[config.mk]
export PLATFORM = sky130hd
export DESIGN_NAME = uart_tx_periph
export DESIGN_NICKNAME = d
export VERILOG_FILES = /design/src/rtl/uart_tx_periph.sv
export SDC_FILE = /design/constraint.sdc
export NUM_CORES = 1
export LEC_CHECK = 0
export BUFFER_PORTS_ARGS = -buffer_cell sky130_fd_sc_hd__buf_4
export CORE_ASPECT_RATIO = 0.8
export CORE_MARGIN = 3
export CORE_UTILIZATION = 54
export DETAILED_ROUTE_END_ITERATION = 12
export PLACE_DENSITY_LB_ADDON = 0.3
export SLEW_MARGIN = 20
export SYNTH_ARGS = -nofsm -noshare
export SYNTH_HDL_FRONTEND = slang
export SYNTH_SLANG_ARGS = --single-unit
[constraint.sdc]
create_clock -name clk -period 2.7 [get_ports clk]
set_clock_uncertainty 0.2 [all_clocks]
set_input_delay 0.135 -clock clk [delete_from_list [all_inputs] [get_ports clk]]
set_output_delay 0.135 -clock clk [all_outputs]
set_load 0.01 [all_outputs]
[src/rtl/uart_tx_periph.sv]
// Memory-mapped UART transmitter: TXD/CON registers, small transmit FIFO,
// 8N1 serializer with a baud counter, and a transmit-done interrupt.
module uart_tx_periph #(
  parameter int unsigned BAUD_DIV   = 5208,
  parameter int unsigned FIFO_DEPTH = 4
) (
  input  logic        clk,
  input  logic        reset,
  input  logic        MemRead,
  input  logic        MemWrite,
  input  logic [31:0] Addr,
  input  logic [31:0] WriteData,
  output logic [31:0] ReadData,
  output logic        tx,
  output logic        irq
);

  localparam int unsigned PW = $clog2(FIFO_DEPTH);

  localparam logic [31:0] ADDR_TXD = 32'h4000_000C;
  localparam logic [31:0] ADDR_CON = 32'h4000_0020;

  localparam logic [1:0] S_IDLE  = 2'd0;
  localparam logic [1:0] S_START = 2'd1;
  localparam logic [1:0] S_DATA  = 2'd2;
  localparam logic [1:0] S_STOP  = 2'd3;

  localparam logic [15:0] BAUD_LAST = 16'(BAUD_DIV - 1);
  localparam logic [PW:0] FIFO_FULL = (PW + 1)'(FIFO_DEPTH);

  logic [1:0]    state_q, state_d;
  logic          tx_q, tx_d;
  logic [7:0]    shift_q, shift_d;
  logic [2:0]    bit_q, bit_d;
  logic [15:0]   baud_q, baud_d;
  logic [7:0]    mem_q [FIFO_DEPTH];
  logic [PW-1:0] rd_ptr_q, rd_ptr_d, wr_ptr_q, wr_ptr_d;
  logic [PW:0]   count_q, count_d;
  logic          ie_q, ie_d, done_q, done_d, ovf_q, ovf_d;
  logic [7:0]    last_q, last_d;

  logic wr_txd, wr_con, pop, push_ok, push_drop, done_set, baud_end, busy;
  logic unused_wdata;

  assign unused_wdata = ^WriteData[31:8];

  always_comb begin
    wr_txd    = MemWrite && (Addr == ADDR_TXD);
    wr_con    = MemWrite && (Addr == ADDR_CON);
    pop       = (state_q == S_IDLE) && (count_q != '0);
    // A pop in the same cycle frees a slot, so a push into a full FIFO still lands.
    push_ok   = wr_txd && ((count_q != FIFO_FULL) || pop);
    push_drop = wr_txd && !push_ok;
    busy      = (state_q != S_IDLE) || (count_q != '0);
  end

  always_comb begin
    state_d  = state_q;
    tx_d     = tx_q;
    shift_d  = shift_q;
    bit_d    = bit_q;
    baud_d   = baud_q;
    done_set = 1'b0;
    baud_end = (baud_q == BAUD_LAST);
    case (state_q)
      S_IDLE: begin
        tx_d   = 1'b1;
        baud_d = '0;
        if (pop) begin
          state_d = S_START;
          shift_d = mem_q[rd_ptr_q];
          tx_d    = 1'b0;
        end
      end
      S_START: begin
        if (baud_end) begin
          state_d = S_DATA;
          baud_d  = '0;
          bit_d   = '0;
          tx_d    = shift_q[0];
        end else begin
          baud_d = baud_q + 16'd1;
        end
      end
      S_DATA: begin
        if (baud_end) begin
          baud_d = '0;
          if (bit_q == 3'd7) begin
            state_d = S_STOP;
            tx_d    = 1'b1;
          end else begin
            // tx is registered, so it takes the bit that will sit in shift[0] next.
            bit_d   = bit_q + 3'd1;
            shift_d = {1'b0, shift_q[7:1]};
            tx_d    = shift_q[1];
          end
        end else begin
          baud_d = baud_q + 16'd1;
        end
      end
      default: begin
        if (baud_end) begin
          state_d  = S_IDLE;
          baud_d   = '0;
          tx_d     = 1'b1;
          done_set = 1'b1;
        end else begin
          baud_d = baud_q + 16'd1;
        end
      end
    endcase
  end

  always_comb begin
    rd_ptr_d = rd_ptr_q;
    wr_ptr_d = wr_ptr_q;
    count_d  = count_q;
    if (pop)     rd_ptr_d = rd_ptr_q + PW'(1);
    if (push_ok) wr_ptr_d = wr_ptr_q + PW'(1);
    case ({push_ok, pop})
      2'b10:   count_d = count_q + (PW + 1)'(1);
      2'b01:   count_d = count_q - (PW + 1)'(1);
      default: count_d = count_q;
    endcase
  end

  always_comb begin
    ie_d   = ie_q;
    done_d = done_q;
    ovf_d  = ovf_q;
    last_d = last_q;
    if (wr_con) begin
      ie_d = WriteData[0];
      if (WriteData[2]) done_d = 1'b0;
      if (WriteData[3]) ovf_d  = 1'b0;
    end
    if (done_set)  done_d = 1'b1;
    if (push_drop) ovf_d  = 1'b1;
    if (push_ok)   last_d = WriteData[7:0];
  end

  always_ff @(posedge clk or posedge reset) begin
    if (reset) begin
      state_q  <= S_IDLE;
      tx_q     <= 1'b1;
      shift_q  <= '0;
      bit_q    <= '0;
      baud_q   <= '0;
      rd_ptr_q <= '0;
      wr_ptr_q <= '0;
      count_q  <= '0;
      ie_q     <= 1'b0;
      done_q   <= 1'b0;
      ovf_q    <= 1'b0;
      last_q   <= '0;
    end else begin
      state_q  <= state_d;
      tx_q     <= tx_d;
      shift_q  <= shift_d;
      bit_q    <= bit_d;
      baud_q   <= baud_d;
      rd_ptr_q <= rd_ptr_d;
      wr_ptr_q <= wr_ptr_d;
      count_q  <= count_d;
      ie_q     <= ie_d;
      done_q   <= done_d;
      ovf_q    <= ovf_d;
      last_q   <= last_d;
    end
  end

  always_ff @(posedge clk) begin
    if (push_ok) mem_q[wr_ptr_q] <= WriteData[7:0];
  end

  always_comb begin
    ReadData = '0;
    if (MemRead) begin
      if (Addr == ADDR_CON)      ReadData = {27'b0, busy, ovf_q, done_q, 1'b0, ie_q};
      else if (Addr == ADDR_TXD) ReadData = {24'b0, last_q};
    end
  end

  assign tx  = tx_q;
  assign irq = ie_q & done_q;

endmodule

# --- Word-level counts from Yosys, hierarchy flattened ---
# Memory sizes are Yosys's and may differ from the RTL's.
# Index checks and enable logic that the tools add are counted.
# Widths: inputs -> output; s select.
word_totals:
  regBits: 48
  ramBits: 32
  inputBits: 68
  elab_cells: 96
  mem_count: 1
memory_table:
  columns: ["memory", "words", "word_bits", "rd", "rd_ports_with_merged_regs", "wr", "line", "source"]
  rows:
  - ["mem_q", 4, 8, 1, 0, 1, "36", "logic [7:0] mem_q [FIFO_DEPTH];"]
classes:
  n_addsub: 6
  eq_ne: 14
  muxes: 36
  bitwise: 1
  reduce_logical: 26
ops:
  columns: ["op", "n"]
  rows:
  - ["$eq 32x31->1 const B", 2]
  - ["$mux 8", 6]
  - ["$mux 16", 2]
  - ["$reduce_bool 2->1", 9]
  - ["$add 16x1->16 const B", 1]
  - ["$eq 16x13->1 const B", 1]
  - ["$pmux 8 s2", 1]
  - ["$mux 1", 15]
  - ["$pmux 3 s2", 2]
  - ["$mux 2", 5]
  - ["$ne 2x2->1 const B", 5]
  - ["$mux 3", 3]
  - ["$reduce_and 4->1", 2]
  - ["$add 3x1->3 const B", 2]
  - ["$pmux 2 s3", 1]
  - ["$logic_and 1x1->1", 5]
  - ["$reduce_and 5->1", 1]
  - ["$add 2x1->2 const B", 2]
  - ["$eq 2x1->1 const B", 2]
  - ["$eq 2x2->1 const B", 2]
  - ["$reduce_and 2->1", 2]
  - ["$eq 3x3->1 const B", 1]
  - ["$ne 3x3->1 const B", 1]
  - ["$pmux 1 s3", 1]
  - ["8 further kinds", 9]

# --- Longest topological paths before layout ---
# Gate-level depths: netlist of the first run.
logic_depth:
  word_depth: 8
  depth_mapped: 10
  ltp_nobuf: 9

# --- Worst setup path after synthesis of the first run ---
# Ideal clock, no wire load.
synth_path:
  kind: "register to register"
  from: "register state_q[0]"
  to: "memory mem_q[0][0], enable pin"
  setup_ps: 332
  t_arrival_ps: 1862
  path_slack_ps: 307
  path_stages_with_launch: 8
  n_path_buf: 1
  synth_period_minus_slack_ps: 2393
  path_cell_list: "dfrtp_1 -> inv_1 -> ha_1 -> or4b_1 -> nor2b_1 -> nor3b_4 -> buf_6 -> and2_1"
synth_between:
  elab_chain_len: 6
synth_rtl:
  columns: ["item", "line", "source"]
  rows:
  - ["start: declaration", "31", "logic [1:0] state_q, state_d;"]
  - ["start signal: assignment", "157", "state_q <= state_d;"]
  - ["$logic_not 2->1", "50", "pop = (state_q == S_IDLE) && (count_q != '0);"]
  - ["$logic_and 1x1->1", "50", null]
  - ["$logic_or 1x1->1", "52", "push_ok = wr_txd && ((count_q != FIFO_FULL) || pop);"]
  - ["$logic_and 1x1->1", "52", null]
  - ["$mux 1", "173", "if (push_ok) mem_q[wr_ptr_q] <= WriteData[7:0];"]
  - ["$mux 1 (implied by the code)", "173", null]
  - ["end: declaration", "36", null]
# No other way between the ends.

# --- Worst setup path in the final report of the first run ---
layout_path:
  from: "register state_q[0]"
  to: "memory mem_q[0][3], enable pin"
# The elaborated chain is that of the path after synthesis.

==> metrics.cfg, run 1 <==
[outcome]
outcome=finished clean

[clock_tree]
insertion_delay_ns=0.35
cts_made_buffers=9
ctsRootBufferMaster=clkbuf_8
path_clk_slew_ns=0.07
clockBufferDepth=2
cts_tree=yes
htree_levels=3
clock-sinks=80
postCtsSetupRepairBufs=0

[die]
coreArea_um2=7160
die_x_um=104
boundaryPins=102
rows=27
die-area_um2=8750
die-height_um=84.3
start_util_pct=57.8

[timing]
tns_ns=0
hold_viol_final=0
min_period_over_period_pct=90.6
fmax_mhz=409
timing.final.ws_setup_ns=0.255
tightest_slew_ns=0.855
rsz0062_at_grt=no
setup_viol=0
hold_ws_ns=0.0501
slew-limit-headroom_pct=42.9
min_period_ns=2.45
maxSlewViolCount=0

[power_and_ir_drop]
peakVddDrop_mv=0.411
p_per_area_nw_per_um2=472
leakage_nw=2.09
p_sw_share_pct=20.2
combinationalPowerShare_pct=5.2
p_seq_share_pct=54.7
p_clk_share_pct=40.1
power_switching_mw=0.468
p_int_mw=1.84

[placement]
hpwl_um=5680
gp_congestion=0.758
port_buffers=53
place_area_um2=4590
pre_cts_slack_ns=0.219

[worst_hold_path]
min_to=ovf_q
worstHoldPathType=primary input to register
min_path_cells=5
hold_start=MemWrite

[worst_setup_path]
crit_start=state_q[0]
crit_fanout=8
reg2reg_depth=6
critPathKind=register to register
rr_endpoint=mem_q[0][3]
r2r-start=state_q[0]
r2r_slack_ns=0.25
startpoint_type=register
endpoint_kind=register
arrival_ns=2.25
required_ns=2.50

[route]
wirelength_um=7830
vias=2610
via_per_inst=5.26
drt_iter0_markers=168
wl_per_cell_um=15.8
drc=0
antenna_left=0
drtPass1Iterations=4

[layout]
n_antenna_cell=0
multiInputGateArea_um2=1780
final_cell_mix=64 x buf_4, 47 x dfrtp_1, 32 x edfxtp_1
register_area_um2=2160
layout.nets=471
final_core_util_pct=68.3
fill_cells=495
syn2layout_area_growth_pct=18.2
layout_commonest_cell=buf_4
stdcell_area_um2=4890
drive_above_1_share_pct=32.4

[yosys]
async_flop_share_pct=60.0
synth_area_leaders=dfrtp_1 28%, edfxtp_1 23%, mux2_2 6.0%
synth.largest_area_cell=dfrtp_1
synth_top_area_share_pct=28.4
yosys.cell_types.count=52
avgSynthCellArea_um2=13.1
synth_seq_cells=80
synthCells=316
synth_ff_type=dfrtp_1
ys_seq_area_share_pct=52.3
synth-edff-count=32
syn_area_um2=4140
ys_warn_count=0

[job]
cap_viol_max_count=0

[global_routing]
grt_pass1_vias=2688
grt_pass1_wl_um=13200
track_usage_pct=18.8
grt_overflow=0
grt_start_max_net_pins=49
grt_antenna_before_repair=0

## worst max-delay path, cell delays in order (launching register included)
cell,delay [ns]
dfrtp_1,0.42
inv_1,0.11
ha_1,0.19
or4b_1,0.16
nor2b_1,0.17
nor3b_4,0.39
and2_1,0.45
## synth_stat cells, types with 2 or more instances
cell type,instances
and3_1,2
inv_1,12
and2_1,11
nand2_1,17
mux2_2,22
nand4_1,5
a21oi_1,7
xnor2_1,9
edfxtp_1,32
buf_4,25
nor4_1,2
nand2b_1,3
buf_2,2
nand3_1,4
mux2_4,3
or3_1,3
nor4_4,5
xor2_1,8
clkbuf_1,4
and4_1,2
o21ai_0,11
and4bb_2,2
nor2b_1,2
dfrtp_1,47
nor2_1,19
ha_1,12
nor3_1,5
nor4_2,2
mux4_2,8
a22o_1,8
## through the flow
step,power (mW),std cells
after floorplan,1.35,339
after global placement,1.40,471
after detailed placement,1.40,471
after CTS,2.32,496
after global routing,2.38,496
final,2.31,496
## what timing repair did
item | CTS | global route
endpoints found under the hold margin | 90 | 0
gates resized for setup | 0 | 0
hold buffers | 9 | 0
## worst max path at each step
stage / endpoint / cells after the start
2_1_floorplan: mem_q[0][0] / 7
3_3_place_gp: mem_q[0][5] / 6
3_5_place_dp: count_q[2] / 10
4_1_cts: mem_q[0][3] / 6
5_1_grt: mem_q[0][3] / 6
6_report: mem_q[0][3] / 6
## power groups by stage
stage / registers, mW / logic (mW) / clock network (mW)
after floorplan: 1.29 / 0.0628 / 0
after global placement: 1.29 / 0.108 / 0
after detailed placement: 1.29 / 0.111 / 0
after CTS: 1.26 / 0.121 / 0.938
after global routing: 1.26 / 0.132 / 0.989
final: 1.26 / 0.121 / 0.925
## flip-flops by register name (all words and copies together) (netlist names)
| name | count |
|---|---|
| rd_ptr_q | 2 |
| mem_q | 32 |
| ovf_q | 1 |
| baud_q | 16 |
| state_q | 2 |
| done_q | 1 |
| shift_q | 8 |
| count_q | 3 |
| last_q | 8 |
| ie_q | 1 |
| tx | 1 |
| wr_ptr_q | 2 |
| bit_q | 3 |
## area by class of cell
class | instances | area share [%]
inverter | 12 | 0.947
sequential | 80 | 44.2
multi-input combinational | 214 | 36.3
tap | 101 | 2.58
timing repair buffer | 73 | 11.7
clock inverter | 3 | 1.38
clock buffer | 13 | 2.84
## kinds of logic after synthesis
logic type	count (synthesis)	share of synthesized area, %
xor gates and xnor gates	17	3.60
DFF	80	52.3
buffers and inverters	45	6.84
other	1	0.0907
muxes	34	12.0
AOI/OAI and AO/OA	32	5.11
adders and majority gates	13	4.11
and+or+nand+nor	94	16.0
## layer usage
layer | track usage, % | vias to the layer above | share of wire, % | routed length, µm
met4 | 4.59 | 0 | 0.60 | 47
li1 | - | 1242 | - | -
met2 | 30.0 | 97 | 46 | 3600
met1 | 26.2 | 1267 | 46 | 3630
met3 | 4.69 | 4 | 7.1 | 553
met5 | 0 | - | 0 | 0
Power figures use the tool's default switching activity.
==> run 2: changes to the inputs <==
--- a/config.mk
+++ b/config.mk
@@ -5,6 +5,7 @@
 export SDC_FILE = /design/constraint.sdc
 export NUM_CORES = 1
 export LEC_CHECK = 0
+export ABC_AREA = 1
 export BUFFER_PORTS_ARGS = -buffer_cell sky130_fd_sc_hd__buf_4
 export CORE_ASPECT_RATIO = 0.8
 export CORE_MARGIN = 3
==> metrics.cfg, run 2 <==
[clock_tree]
clock-sinks=80  ; unchanged
insertion_delay_ns=0.35  ; about the same
clockBufferDepth=2  ; unchanged
path_clk_slew_ns=0.09  ; +0.02 ns
ctsRootBufferMaster=clkbuf_8
cts_resized=0  ; unchanged
cts_tree=yes
cts_made_buffers=9  ; unchanged
htree_levels=3  ; unchanged

[yosys]
synth.largest_area_cell=dfrtp_1
synth_area_leaders=dfrtp_1 28%, edfxtp_1 23%, nand2_1 7.0%
syn_area_um2=4160  ; +0.67%
ys_warn_count=0  ; unchanged
yosys.cell_types.count=43  ; -17%
synth_seq_cells=80  ; unchanged
synthCells=449  ; +42%
synth-edff-count=32  ; unchanged
synthTopCellsByCount=78 x nand2_1, 64 x nor2_1, 47 x dfrtp_1, 42 x inv_1, 41 x o21ai_0
async_flop_share_pct=60.0  ; unchanged
ys_seq_area_share_pct=52.0  ; -0.35 points
synth_top_area_share_pct=28.2  ; -0.19 points
synth_ff_type=dfrtp_1
synth.most_common_cell=nand2_1
avgSynthCellArea_um2=9.27  ; -29%

[layout]
layout.nets=601  ; +28%
largest_register=mem_q
top_regs=mem_q: 32 flops, baud_q: 16 flops
drive_above_1_share_pct=21.0  ; -11 points
layout_commonest_cell=nand2_1
syn2layout_area_growth_pct=17.5
n_antenna_cell=0  ; unchanged
largest_reg_flops=32  ; unchanged
final_cell_mix=78 x nand2_1, 64 x nor2_1, 60 x buf_4

[route]
dr.max_layer_used=met4
wirelength_um=8290  ; +5.9%
drc=0  ; unchanged
drtPass1Iterations=5  ; +1
drt_iter0_markers=227  ; +35%
antenna_left=0  ; unchanged
via_per_inst=5.05  ; -4.0%
dr_wl_met2_um=3690  ; +2.3%
wl_met1_um=3950  ; +9.1%
vias=3161  ; +21%
dr_wl_met3_um=593  ; +7.2%
wl_per_cell_um=13.2  ; -16%

[power_and_ir_drop]
leakage_nw=2.21  ; +5.8%
p_per_area_nw_per_um2=466  ; -1.4%
peakVddDrop_mv=0.262  ; -36%

[timing]
min_period_ns=2.18  ; -0.262 ns
timing.final.ws_setup_ns=0.517  ; +0.262 ns
min_period_over_period_pct=80.8  ; -9.7 points
fmax_mhz=458  ; +12%
hold_viol_final=0  ; unchanged
tightest_slew_ns=0.543  ; -0.312 ns
maxSlewViolCount=0  ; unchanged
rsz0062_at_grt=no
tns_ns=0  ; unchanged
setup_viol=0  ; unchanged
slew-limit-headroom_pct=63.8  ; +21 points

[outcome]
outcome=finished clean

[placement]
pre_cts_slack_ns=0.577  ; +0.359 ns
hpwl_um=6080  ; +6.9%
gp_congestion=0.859  ; +13%
port_buffers=53  ; unchanged

[worst_setup_path]
cp_top_family=flip-flops
required_ns=2.37  ; -0.13 ns
endpoint_kind=output port
path_cells=inv_1 > ha_1 > nand3_1 > o21ai_0 > nor2_1 > buf_4
max_stage_delay_ns=0.43  ; -0.02 ns
slowest_stage=dfrtp_1
r2r-start=state_q[0]
crit_buf_inv=2  ; +1
startpoint_type=register
r2r_slack_ns=0.55  ; +0.30 ns
rr_endpoint=state_q[1]
critPathKind=register to output port
crit_fanout=4  ; -4
arrival_ns=1.85  ; -0.40 ns
reg2reg_depth=7  ; +1

[worst_hold_path]
min_to=ovf_q
worstHoldPathType=primary input to register
min_path_cells=8  ; +3
hold_start=Addr[6]

[die]
coreArea_um2=7160  ; unchanged
rows=27  ; unchanged
die-area_um2=8810  ; +0.62%
start_util_pct=58.1  ; +0.38 points
die-height_um=84.5  ; +0.31%
boundaryPins=102  ; unchanged
die_x_um=104  ; +0.31%

[global_routing]
track_usage_pct=19.8  ; +1.0 points
grt_antenna_before_repair=0  ; unchanged
grt_overflow=0  ; unchanged
grt_start_max_net_pins=29  ; -41%
grt_pass1_wl_um=14100  ; +6.9%
grt_pass1_vias=2971  ; +11%

[job]
cap_viol_max_count=0  ; unchanged

## run 2: cell types whose count changed in the layout (fill, tap and decap cells not counted), moves of 14 or more
cell and delta:
o21ai_0 +30, nor2_1 +45, inv_1 +30, mux2_2 -22, nand3_1 +14, nand2_1 +61
## run 2: kinds of logic after synthesis
family	share of synthesized area [%]
buffers and inverters	9.80
AO/OA/AOI/OAI	11.2
AND/OR/NAND/NOR	22.0
other	0.0901
adder cells (fa/ha/maj)	4.09
flip-flops	52.0
XOR/XNOR	0.841
## run 2: repair_timing
action	4_1_cts	5_1_grt
hold buffers	10	0
hold endpoints to repair	63	0
buffers inserted	0	0
## run 2: routing by layer
layer,up-vias,track usage [%]
met2,129,31.2
met5,-,0
li1,1582,-
met3,5,5.46
met1,1445,27.9
met4,0,3.99
## run 2: worst max path at each step
stage / endpoint / slack, ns / from / cells after the start
floorplan: mem_q[0][0] / 0.67 / state_q[0] / 8
global placement: state_q[1] / 0.60 / state_q[0] / 7
detailed placement: mem_q[1][5] / 0.58 / Addr[21] / 10
CTS: ReadData[4] / 0.51 / state_q[1] / 6
global route: state_q[1] / 0.38 / state_q[0] / 7
finish: ReadData[4] / 0.52 / state_q[1] / 6
## run 2: layout make-up
cell class              count  area [µm²]
fillers                   546        2270
flip-flops and latches     80        2160
multi-input cells         315        1680
repair buffers             70         551
inverters                  44         170
well taps                 101         126
clock buffers               9         124
clock inverters             7        80.1
## run 2: where the power goes
group	internal, mW	switching, mW	leakage [nW]	total [mW]
sequential	1.26	0.0000000170	0.895	1.26
clock	0.438	0.463	0.102	0.901
combinational	0.0551	0.0594	1.22	0.115
## run 2: stage by stage
stage	hold WS (ns)	utilization (%)	area, µm²	power, mW	std cells
after floorplan	0.0339	-	4250	1.35	472
after global placement	-0.0345	64.1	4590	1.39	600
after detailed placement	-0.0297	64.1	4590	1.39	600
after CTS	0.0965	68.3	4890	2.30	626
after global routing	0.151	68.3	4890	2.35	626
final	0.108	68.3	4890	2.28	626
## run 2: worst reg2reg max path, cell delays in order (launching register included)
cell and delay [ns]:
dfrtp_1 0.44, inv_1 0.10, ha_1 0.34, inv_1 0.29, or2_2 0.37, nand3_1 0.17, nor2_1 0.06, a21oi_1 0.11
==> run 3: changes to the inputs <==
--- a/config.mk
+++ b/config.mk
@@ -9,7 +9,7 @@
 export BUFFER_PORTS_ARGS = -buffer_cell sky130_fd_sc_hd__buf_4
 export CORE_ASPECT_RATIO = 0.8
 export CORE_MARGIN = 3
-export CORE_UTILIZATION = 54
+export CORE_UTILIZATION = 48
 export DETAILED_ROUTE_END_ITERATION = 12
 export PLACE_DENSITY_LB_ADDON = 0.3
 export SLEW_MARGIN = 20
==> constraint.sdc (replaced) <==
create_clock -name clk -period 1.8 [get_ports clk]
set_clock_uncertainty 0.2 [all_clocks]
set_input_delay 0.09 -clock clk [delete_from_list [all_inputs] [get_ports clk]]
set_output_delay 0.09 -clock clk [all_outputs]
set_load 0.01 [all_outputs]
==> metrics.cfg, run 3 (synthesis gave the netlist of run 2 again) <==
[power_and_ir_drop]
p_per_area_nw_per_um2=592  ; +27%
peakVddDrop_mv=0.580  ; +120%
p_int_mw=2.49  ; +42%
power_switching_mw=0.771  ; +48%
leakage_nw=2.48  ; +12%
p_sw_share_pct=23.6  ; +0.72 points
p_clk_share_pct=36.6  ; -2.9 points
p_seq_share_pct=58.0  ; +2.6 points
combinationalPowerShare_pct=5.4  ; +0.4 points

[outcome]
violations=setup timing
outcome=complete, but fails checks

[clock_tree]
clock-sinks=80  ; unchanged
cts_tree=yes
insertion_delay_ns=0.34  ; about the same
cts_made_buffers=9  ; unchanged
clockBufferDepth=2  ; unchanged
path_clk_slew_ns=0.08  ; about the same
ctsRootBufferMaster=clkbuf_8
htree_levels=3  ; unchanged

[global_routing]
grt_overflow=0  ; unchanged
grt_antenna_before_repair=0  ; unchanged
track_usage_pct=19.2  ; -0.62 points
grt_pass1_wl_um=14700  ; +4.4%
grt_pass1_vias=3169  ; +6.7%
grt_start_max_net_pins=28  ; -3.4%

[die]
rows=29  ; +7.4%
die_x_um=110  ; +5.7%
boundaryPins=102  ; unchanged
die-height_um=89.3  ; +5.6%
start_util_pct=51.0  ; -7.1 points
coreArea_um2=8160  ; +14%
die-area_um2=9840  ; +12%

[worst_setup_path]
critPathKind=register to register
required_ns=1.61  ; -0.76 ns
arrival_ns=1.63  ; -0.22 ns
endpoint_kind=register
startpoint_type=register
crit_start=state_q[0]
r2r-start=state_q[0]
crit_fanout=8  ; +4

[route]
vias=3425  ; +8.4%
drt_iter0_markers=187  ; -18%
wirelength_um=9210  ; +11%
via_per_inst=5.00  ; -0.98%
drc=0  ; unchanged
wl_per_cell_um=13.4  ; +1.6%
antenna_left=0  ; unchanged
drtPass1Iterations=4  ; -1

[placement]
pre_cts_slack_ns=-0.0744  ; -0.652 ns
port_buffers=53  ; unchanged
gp_congestion=0.868  ; +1.0%
dp.cells=642  ; +7.0%
hpwl_um=6580  ; +8.2%

[layout]
layout_commonest_cell=buf_4
drive_above_1_share_pct=34.1  ; +13 points
final_cell_mix=105 x buf_4, 71 x nand2_1, 59 x nor2_1
syn2layout_area_growth_pct=32.5
largest_register=mem_q
largest_reg_flops=32  ; unchanged
n_antenna_cell=0  ; unchanged
fill_cells=608  ; +11%
top_regs=mem_q: 32 flops, baud_q: 16 flops
stdcell_count=685  ; +9.4%
layout.nets=653  ; +8.7%

[worst_hold_path]
hold_start=Addr[6]
worstHoldPathType=primary input to register

[timing]
timing.final.ws_setup_ns=-0.0182  ; -0.535 ns
min_period_over_period_pct=101
min_period_ns=1.82
maxSlewViolCount=0  ; unchanged
setup_viol=9  ; +9
rsz0062_at_grt=yes
hold_viol_final=0  ; unchanged
fmax_mhz=550

[job]
cap_viol_max_count=0  ; unchanged

run 3: changes by cell type in the layout (fill, tap and decap cells not counted), moves of 3 or more:
cell,delta
buf_12,+3
buf_4,+45
buf_6,+4
ha_1,-3
inv_1,-8
inv_2,+6
nand2_1,-7
nand2_2,+5
nand3_1,-3
nand3_4,+5
nor2_1,-5
nor2_4,+6
o21ai_0,-6
o21ai_1,+4
run 3: final timing paths:
path / depth (start not counted) / slack, ns / to
max: 7 / -0.02 / mem_q[2][0]
min: 8 / 0.07 / ovf_q
max reg2reg: 7 / -0.02 / mem_q[2][0]
min reg2reg: 2 / 0.29 / shift_q[4]
max in group asynchronous: 4 / 0.77 / ovf_q
min in group asynchronous: 3 / 0.12 / shift_q[6]
run 3: power by group through the flow:
stage               clock, mW  sequential (mW)  combinational, mW
floorplan                   0             1.93             0.0933
global placement            0             1.93              0.154
detailed placement          0             1.93              0.156
CTS                      1.23             1.90              0.176
global route             1.32             1.90              0.196
finish                   1.19             1.90              0.176
run 3: timing repair:
item	in CTS	in global routing
setup endpoints to repair	7	47
hold buffers	10	0
pin swaps	5	21
endpoints found under the hold margin	91	0
gates cloned	0	0
gates resized for setup	12	39
buffers inserted	2	15
run 3: cell type report:
type                            count  area [µm²]  share of cell area [%]
Sequential cell                    80        2160                    39.2
Multi-Input combinational cell    315        1870                    33.9
Timing Repair Buffer              122         993                    18.0
Inverter                           44         175                    3.18
Tap cell                          108         135                    2.45
Clock buffer                        9         124                    2.25
Clock inverter                      7        55.1                   0.998
run 3: per-layer routing:
layer	share of wire (%)	track usage, %	vias to the layer above
met5	0	0	-
met4	0.66	4.03	0
met3	7.5	4.48	7
met2	46	28.9	123
met1	46	28.5	1605
li1	-	-	1690
run 3: worst max-delay path, cell delays in order, from the launching register on:
cell,delay [ns]
dfrtp_1,0.40
inv_2,0.08
ha_4,0.16
buf_4,0.12
inv_4,0.04
nand3_4,0.09
nand2_4,0.11
nor2_4,0.28
run 3: through the flow:
step	utilization, %	instance area [µm²]	hold slack, ns	power [mW]	TNS [ns]
floorplan	-	4300	-0.0111	2.03	-2.83
global placement	60.5	4940	-0.0507	2.09	-0.0164
detailed placement	60.5	4940	-0.0518	2.09	-0.128
CTS	64.6	5280	0.0559	3.30	-0.0515
global route	67.6	5520	0.113	3.41	-2.48
finish	67.6	5520	0.0709	3.26	-0.0629
